===== config.mk =====
export PLATFORM = sky130hd
export DESIGN_NAME = dmem_arbiter
export DESIGN_NICKNAME = d
export VERILOG_FILES = /design/src/rtl/dmem_arbiter.sv
export SDC_FILE = /design/constraint.sdc
export NUM_CORES = 1
export LEC_CHECK = 0
export BUFFER_PORTS_ARGS = -buffer_cell sky130_fd_sc_hd__buf_2
export CAP_MARGIN = 20
export CORE_AREA = 2 2 135 137
export CTS_BUF_LIST = sky130_fd_sc_hd__clkbuf_16
export CTS_CLUSTER_DIAMETER = 100
export DETAILED_ROUTE_END_ITERATION = 10
export DIE_AREA = 0 0 137 139
export GPL_TIMING_DRIVEN = 0
export PLACE_DENSITY = 0.71
export SYNTH_ARGS = -nofsm -noshare
export SYNTH_HDL_FRONTEND = slang
export SYNTH_SLANG_ARGS = --single-unit

===== constraint.sdc =====
create_clock -name clk -period 4.17 [get_ports clk]
set_input_delay 0.2085 -clock clk [delete_from_list [all_inputs] [get_ports clk]]
set_output_delay 0.2085 -clock clk [all_outputs]
set_load 0.03 [all_outputs]

===== src/rtl/dmem_arbiter.sv =====
// Two-requester arbiter and access sequencer for the data memory: legality checks,
// starvation protection and a locked-burst mode for requester 1, registered responses.
module dmem_arbiter #(
  parameter int MEM_BYTES = 4096,
  parameter int MAX_WAIT  = 4
) (
  input  logic        clk,
  input  logic        rst_n,
  input  logic        m0_req,
  input  logic        m0_we,
  input  logic [2:0]  m0_op,
  input  logic [31:0] m0_addr,
  input  logic [31:0] m0_wdata,
  output logic        m0_gnt,
  output logic        m0_rvalid,
  output logic [31:0] m0_rdata,
  output logic        m0_err,
  input  logic        m1_req,
  input  logic        m1_we,
  input  logic [2:0]  m1_op,
  input  logic [31:0] m1_addr,
  input  logic [31:0] m1_wdata,
  input  logic        m1_lock,
  output logic        m1_gnt,
  output logic        m1_rvalid,
  output logic [31:0] m1_rdata,
  output logic        m1_err,
  output logic        mem_write_en,
  output logic [2:0]  mem_write_op,
  output logic [31:0] mem_write_addr,
  output logic [31:0] mem_write_data,
  output logic        mem_read_en,
  output logic [2:0]  mem_read_op,
  output logic [31:0] mem_read_addr,
  input  logic [31:0] mem_read_data,
  output logic        o_dbg_state,
  output logic [3:0]  o_dbg_wait_cnt
);

  typedef enum logic {ST_IDLE = 1'b0, ST_LOCK = 1'b1} state_t;

  // Handshake: xN_gnt is the only acceptance; an accepted access always produces exactly
  // one xN_rvalid pulse in the following cycle, with xN_err/xN_rdata qualified by it.

  // Range is checked on the last byte in 33 bits so addresses near 2^32 cannot wrap to legal.
  function automatic logic f_legal(input logic we, input logic [2:0] op, input logic [31:0] addr);
    logic        op_ok;
    logic        align_ok;
    logic [32:0] last;
    logic [32:0] size_m1;
    op_ok = we ? (op == 3'b000 || op == 3'b001 || op == 3'b010)
               : (op == 3'b000 || op == 3'b001 || op == 3'b010 || op == 3'b100 || op == 3'b101);
    case (op[1:0])
      2'b01:   begin align_ok = ~addr[0];          size_m1 = 33'd1; end
      2'b10:   begin align_ok = (addr[1:0] == 2'b00); size_m1 = 33'd3; end
      default: begin align_ok = 1'b1;              size_m1 = 33'd0; end
    endcase
    last = {1'b0, addr} + size_m1;
    return op_ok & align_ok & (last < 33'(MEM_BYTES));
  endfunction

  state_t      r_state;
  state_t      w_state_nxt;
  logic [3:0]  r_wait_cnt;
  logic        r_m0_rvalid, r_m0_err, r_m1_rvalid, r_m1_err;
  logic [31:0] r_m0_rdata, r_m1_rdata;
  logic        w_legal0, w_legal1, w_gnt0, w_gnt1, w_win_legal, w_win_we;
  logic [2:0]  w_win_op;
  logic [31:0] w_win_addr, w_win_wdata;

  assign w_legal0 = f_legal(m0_we, m0_op, m0_addr);
  assign w_legal1 = f_legal(m1_we, m1_op, m1_addr);

  always_comb begin
    w_gnt0      = 1'b0;
    w_gnt1      = 1'b0;
    w_state_nxt = r_state;
    case (r_state)
      ST_IDLE: begin
        if (m1_req && r_wait_cnt == 4'(MAX_WAIT)) w_gnt1 = 1'b1;
        else if (m0_req)                           w_gnt0 = 1'b1;
        else if (m1_req)                           w_gnt1 = 1'b1;
        if (w_gnt1 && m1_lock && w_legal1) w_state_nxt = ST_LOCK;
      end
      ST_LOCK: begin
        w_gnt1 = m1_req;
        if (!m1_req || !m1_lock || !w_legal1) w_state_nxt = ST_IDLE;
      end
      default: w_state_nxt = ST_IDLE;
    endcase
  end

  always_comb begin
    w_win_legal = (w_gnt0 & w_legal0) | (w_gnt1 & w_legal1);
    w_win_we    = w_gnt1 ? m1_we    : m0_we;
    w_win_op    = w_gnt1 ? m1_op    : m0_op;
    w_win_addr  = w_gnt1 ? m1_addr  : m0_addr;
    w_win_wdata = w_gnt1 ? m1_wdata : m0_wdata;
  end

  assign m0_gnt         = w_gnt0;
  assign m1_gnt         = w_gnt1;
  assign mem_write_en   = w_win_legal & w_win_we;
  assign mem_read_en    = w_win_legal & ~w_win_we;
  assign mem_write_op   = w_win_legal ? w_win_op    : 3'b000;
  assign mem_read_op    = w_win_legal ? w_win_op    : 3'b000;
  assign mem_write_addr = w_win_legal ? w_win_addr  : 32'h0;
  assign mem_read_addr  = w_win_legal ? w_win_addr  : 32'h0;
  assign mem_write_data = w_win_legal ? w_win_wdata : 32'h0;

  always_ff @(posedge clk or negedge rst_n) begin
    if (!rst_n) begin
      r_state    <= ST_IDLE;
      r_wait_cnt <= 4'd0;
    end else begin
      r_state <= w_state_nxt;
      if (r_state != ST_LOCK) begin
        if (!m1_req || w_gnt1)                 r_wait_cnt <= 4'd0;
        else if (r_wait_cnt < 4'(MAX_WAIT))    r_wait_cnt <= r_wait_cnt + 4'd1;
      end
    end
  end

  always_ff @(posedge clk or negedge rst_n) begin
    if (!rst_n) begin
      r_m0_rvalid <= 1'b0;
      r_m0_err    <= 1'b0;
      r_m0_rdata  <= 32'h0;
      r_m1_rvalid <= 1'b0;
      r_m1_err    <= 1'b0;
      r_m1_rdata  <= 32'h0;
    end else begin
      r_m0_rvalid <= w_gnt0;
      r_m0_err    <= w_gnt0 & ~w_legal0;
      r_m0_rdata  <= (w_gnt0 & w_legal0 & ~m0_we) ? mem_read_data : 32'h0;
      r_m1_rvalid <= w_gnt1;
      r_m1_err    <= w_gnt1 & ~w_legal1;
      r_m1_rdata  <= (w_gnt1 & w_legal1 & ~m1_we) ? mem_read_data : 32'h0;
    end
  end

  assign m0_rvalid      = r_m0_rvalid;
  assign m0_err         = r_m0_err;
  assign m0_rdata       = r_m0_rdata;
  assign m1_rvalid      = r_m1_rvalid;
  assign m1_err         = r_m1_err;
  assign m1_rdata       = r_m1_rdata;
  assign o_dbg_state    = r_state;
  assign o_dbg_wait_cnt = r_wait_cnt;

endmodule

Yosys cells after proc, flatten, opt, wreduce, memory -nomap -nowiden
Cells that the tools add are included.

Logic and storage cells: 99. Latch bits: 0. Memory bits (writable): 0. Output and inout port bits: 179. Input bits: 173. ROM bits: 0. Memories kept: 0. Bits in registers: 73.

Mux-type cells: 28. Equal/unequal tests: 13. Shift operators: 0. Add/subtract/negate cells: 3. Multipliers: 0. Reductions and logical operators: 23. Magnitude comparators: 3. Bitwise gates (word level): 21. Divide/modulo/power cells: 0.

Operator list (count): $mux W32 (6); $add A32 B33 Y33 (2); $lt A33 B13 Y1 const B (2); $and A1 B1 Y1 (12); $eq A3 B3 Y1 const B (4); $mux W1 (12); $logic_or A1 B1 Y1 (11); $mux W4 (2); $not A1 Y1 (8); $pmux W1 S2 (4); $pmux W2 S2 (2); $eq A3 B1 Y1 const B (2); $eq A3 B2 Y1 const B (2); $logic_not A3 Y1 (2); $mux W3 (2); $add A4 B1 Y4 const B (1); $eq A2 B1 Y1 const B (2); $eq A2 B2 Y1 const B (2); $eq A4 B3 Y1 const B (1); $logic_not A2 Y1 (2); $lt A4 B3 Y1 const B (1); $logic_and A1 B1 Y1 (3); $logic_not A1 Y1 (3); $reduce_and A2 Y1 (1); other kinds (2) (2).

Logic depth before layout (Yosys ltp)
Depth in word-level cells: 12. Gate-level depth with buffers: 14. Gate-level depth less buffers: 10.

Worst setup path before layout
OpenSTA, ideal clock, no wires.

Kind: input port to output port. From: input port m0_op[0]. To: output port mem_write_addr[0]. Stages: 14. Setup slack: 0.296 ns. Arrival time: 3.666 ns. Required time: 3.962 ns. Cell sequence: inv_1 -> ha_1 -> ha_1 -> a31oi_1 -> or3_1 -> clkbuf_2 -> or3_1 -> a221o_1 -> a221o_1 -> or3b_1 -> buf_2 -> buf_2 -> a21oi_1 -> buf_4.

Longest elaborated chain between the ends: 11.

RTL lines: from (decl) (RTL line 11) `input logic [2:0] m0_op,`; parallel branches: the longest is 7 deep, another holds $add A32 B33 Y33; $and A1 B1 Y1 * (RTL line 59) `return op_ok & align_ok & (last < 33'(MEM_BYTES));`; $and A1 B1 Y1 * (RTL line 94) `w_win_legal = (w_gnt0 & w_legal0) | (w_gnt1 & w_legal1);`; $or A1 B1 Y1 * (RTL line 94); $mux W32 *; to (decl) (RTL line 30) `output logic [31:0] mem_write_addr,`.

Every way passes the cells marked *.

Worst setup path in the final report
From: input port m0_op[0]. To: output port mem_write_addr[5].

Longest elaborated chain between the ends: 11.

RTL lines: parallel branches: the longest is 7 deep, another holds $add A32 B33 Y33; $and A1 B1 Y1 * (RTL line 59); $and A1 B1 Y1 * (RTL line 94); $or A1 B1 Y1 * (RTL line 94); $mux W32 * (RTL line 107) `assign mem_write_addr = w_win_legal ? w_win_addr : 32'h0;`.

Marks and branches as above.

==> results.yml <==
yosys:
  async_flop_share_pct: 100
  synth_cell_types: 53
  syn_area_um2: 5080
  yosysSeqAreaShare_pct: 36.0
  syn_inst: 497
  synth-edff-count: 0
  ys_warn_count: 0
  yosys_most_used_dff: "dfrtp_1"
  syn_avg_cell_area_um2: 10.2
  ys_ff_latch: 73
route:
  firstDrtPassIters: 4
  route.detailed.wl_per_inst_um: 16.4
  drtAntennaViolNets: 0
  vias: 4931
  drc: 0
  vias_per_cell: 4.52
  drt-initial-drc-count: 172
  wl_um: 17900
placement:
  dpl-instance-area_um2: 7060
  dp_hpwl_um: 14800
  globalplace.congestion: 0.814
  io_buffers: 309
floorplan:
  die_area_um2: 19000
  std_cell_rows: 49
  start_util_pct: 28.8
  design.core.area_um2: 17700
  die_w_um: 137
  fp.dieH_um: 139
  ios: 352
power_and_ir_drop:
  p_switching_uw: 523
  seq_power_share_pct: 39.6
  comb_power_share_pct: 19.0
  power_density_nw_per_um2: 242
  p_int_uw: 1270
  clock_power_share_pct: 41.4
  leakage_uw: 0.00408
  swShare_pct: 29.1
  total_power_uw: 1800
  ir_drop_mv: 0.218
setup_path:
  rrSetupSlack_ns: 1.72
  cpMostUsedCell: "buf_4"
  cpPeakStageDelay_ns: 0.47
  crit_type: "in2out"
  cp_slowest_cell: "or3_1"
  crit_chain: "buf_2, inv_1, ha_1, ha_1, a31oi_1, or3_1, or3_1, a221o_1, a221o_1, or3b_1, buf_4, buf_4, a21oi_1, buf_4, clkbuf_4"
  cp-start-kind: "input port"
  end_kind: "output port"
  arrival_ns: 3.78
  path_max_fanout: 10
  required_ns: 3.96
layout:
  final_nets: 1038
  area_growth_pct: 46.5
  postLayoutCoreUtil_pct: 42.1
  layout_commonest_cell: "buf_2"
  most-common-layout-cells: "311 x buf_2, 73 x dfrtp_1, 63 x nor3b_2, 58 x buf_4, 50 x mux2i_1"
  n_fill_cell: 1742
  drive_above_1_share_pct: 56.0
  final_cell_area_um2: 7440
clock_network:
  cts_tree: "yes"
  cts_setup_buffers: 0
  cts_root_buf: "clkbuf_16"
  cts.hold.buffers_added: 0
  clockBufferDepth: 2
  worstSkewPairLatency_ns: 0.33
  htreeDepth: 3
  cts_inserted_buffers: 9
  clkSinkCount: 73
  clk_pin_slew_ns: 0.07
timing:
  min_period_over_period_pct: 95.7
  slew_viol_final: 0
  finClkSkew_ns: 0.00649
  worst_pin_slew_ns: 0.916
  fin_crit_ns: 3.99
  rsz0062_at_grt: "false"
  fmax_mhz: 250
  hold_viol: 0
  setup-tns-final_ns: 0
  relSlewSlack_pct: 38.9
  setup_viol: 0
global_routing:
  met3_usage_pct: 2.92
  antenna_found_initial: 1
  grt_use_met1_pct: 21.8
  grt_overflow: 0
  first_global_vias: 4874
  gr-max-usage-layer: "met2"
  grt_start_max_net_pins: 74
  grtUsageTotal_pct: 17.9
  grt_pass1_wl_um: 26400
  gr-usage-met2_pct: 32.1
run_status:
  status: "finished clean"
flow_run:
  cap_violations: 0
hold_path:
  hold_class: "in2async"
-- per-layer routing --
layer	up-vias	routed length, µm	share of wire (%)
met5	-	0	0
met2	227	8990	50
met1	2267	7370	41
met4	0	252	1.4
li1	2423	-	-
met3	14	1270	7.1
-- cells by family after synthesis --
kind of cell    Yosys count  synth area share (%)
simple gates            168                  27.6
buf+inv                 102                  13.3
compound gates           91                  10.4
flops                    73                  36.0
mux                      50                  9.85
fa+ha+maj                10                  2.46
xor+xnor                  2                 0.345
other cells               1                0.0738
-- power groups by stage --
stage / combinational [µW] / sequential (µW) / clock (µW)
finish: 341 / 712 / 744
global placement: 333 / 726 / 0
global route: 371 / 712 / 788
floorplan: 183 / 732 / 0
CTS: 339 / 712 / 765
detailed placement: 337 / 726 / 0
-- cells in the mapped netlist (all sizes together), types with 2 or more instances --
cell type	number	area, µm²
and4	5	43.8
nand2	12	45.0
nand4	16	106
a21o	2	15.0
buf	73	564
nand3b	3	22.5
o21ai	10	50.0
nand3	7	35.0
a21oi	56	280
and2	2	12.5
or3	6	42.5
nand2b	3	18.8
ha	10	125
a221o	2	20.0
nor3	11	55.1
or4	5	41.3
inv	12	45.0
o211ai	2	15.0
xor2	2	17.5
dfrtp	73	1830
and3	4	25.0
nor4	3	18.8
a221oi	2	17.5
nor3b	66	811
o22ai	2	12.5
a2111oi	2	17.5
nor2b	2	12.5
mux2i	50	500
clkbuf	17	65.1
a31oi	5	31.3
nor2	16	60.1
or2	4	25.0
-- state kept, by name, indices dropped and copies added, names as in the netlist --
| register | cells |
|---|---|
| m1_rvalid | 1 |
| m1_rdata | 32 |
| m0_rvalid | 1 |
| o_dbg_wait_cnt | 4 |
| m1_err | 1 |
| m0_rdata | 32 |
| o_dbg_state | 1 |
| m0_err | 1 |
-- what timing repair did --
item	4_1_cts	5_1_grt
resized for setup	7	18
gates cloned	0	0
endpoints found under the setup margin	11	25
-- worst max-delay path, delay by kind of cell --
kind            cells  cell delay (ns)
compound gates      4             0.90
buf+inv             6             0.90
simple gates        3             1.23
fa+ha+maj           2             0.54
-- metrics by stage --
step / hold slack, ns / cells / setup WS [ns]
CTS: 0.0381 / 1090 / 0.000274
floorplan: -0.0871 / 536 / 0.296
global placement: 0.426 / 1074 / -0.139
detailed placement: 0.398 / 1074 / -0.156
global route: 0.0830 / 1090 / 0.0434
finish: 0.00825 / 1090 / 0.178
-- layout make-up --
type	count	area (µm²)	area share, %
antenna	1	2.50	0.0336
buffer	89	636	8.54
clock buffer	9	225	3.03
clock inverter	7	71.3	0.959
inverter	12	45.0	0.605
multi-input combinational	361	2790	37.5
sequential	73	1830	24.6
tap	229	287	3.85
timing repair buffer	309	1560	21.0
-- final timing paths --
| path | from | to | cells after the start |
|---|---|---|---|
| min in group clk | m1_lock | o_dbg_state | 3 |
| worst min-delay path | rst_n | m0_rdata[20] | 1 |
| worst max-delay path | m0_op[0] | mem_write_addr[5] | 15 |
| worst max register to register | o_dbg_wait_cnt[0] | m1_rdata[20] | 10 |
| worst min register to register | o_dbg_wait_cnt[0] | o_dbg_wait_cnt[0] | 1 |
| max in group asynchronous | rst_n | m0_err | 1 |
No activity file was read; power rests on OpenSTA's default activity.
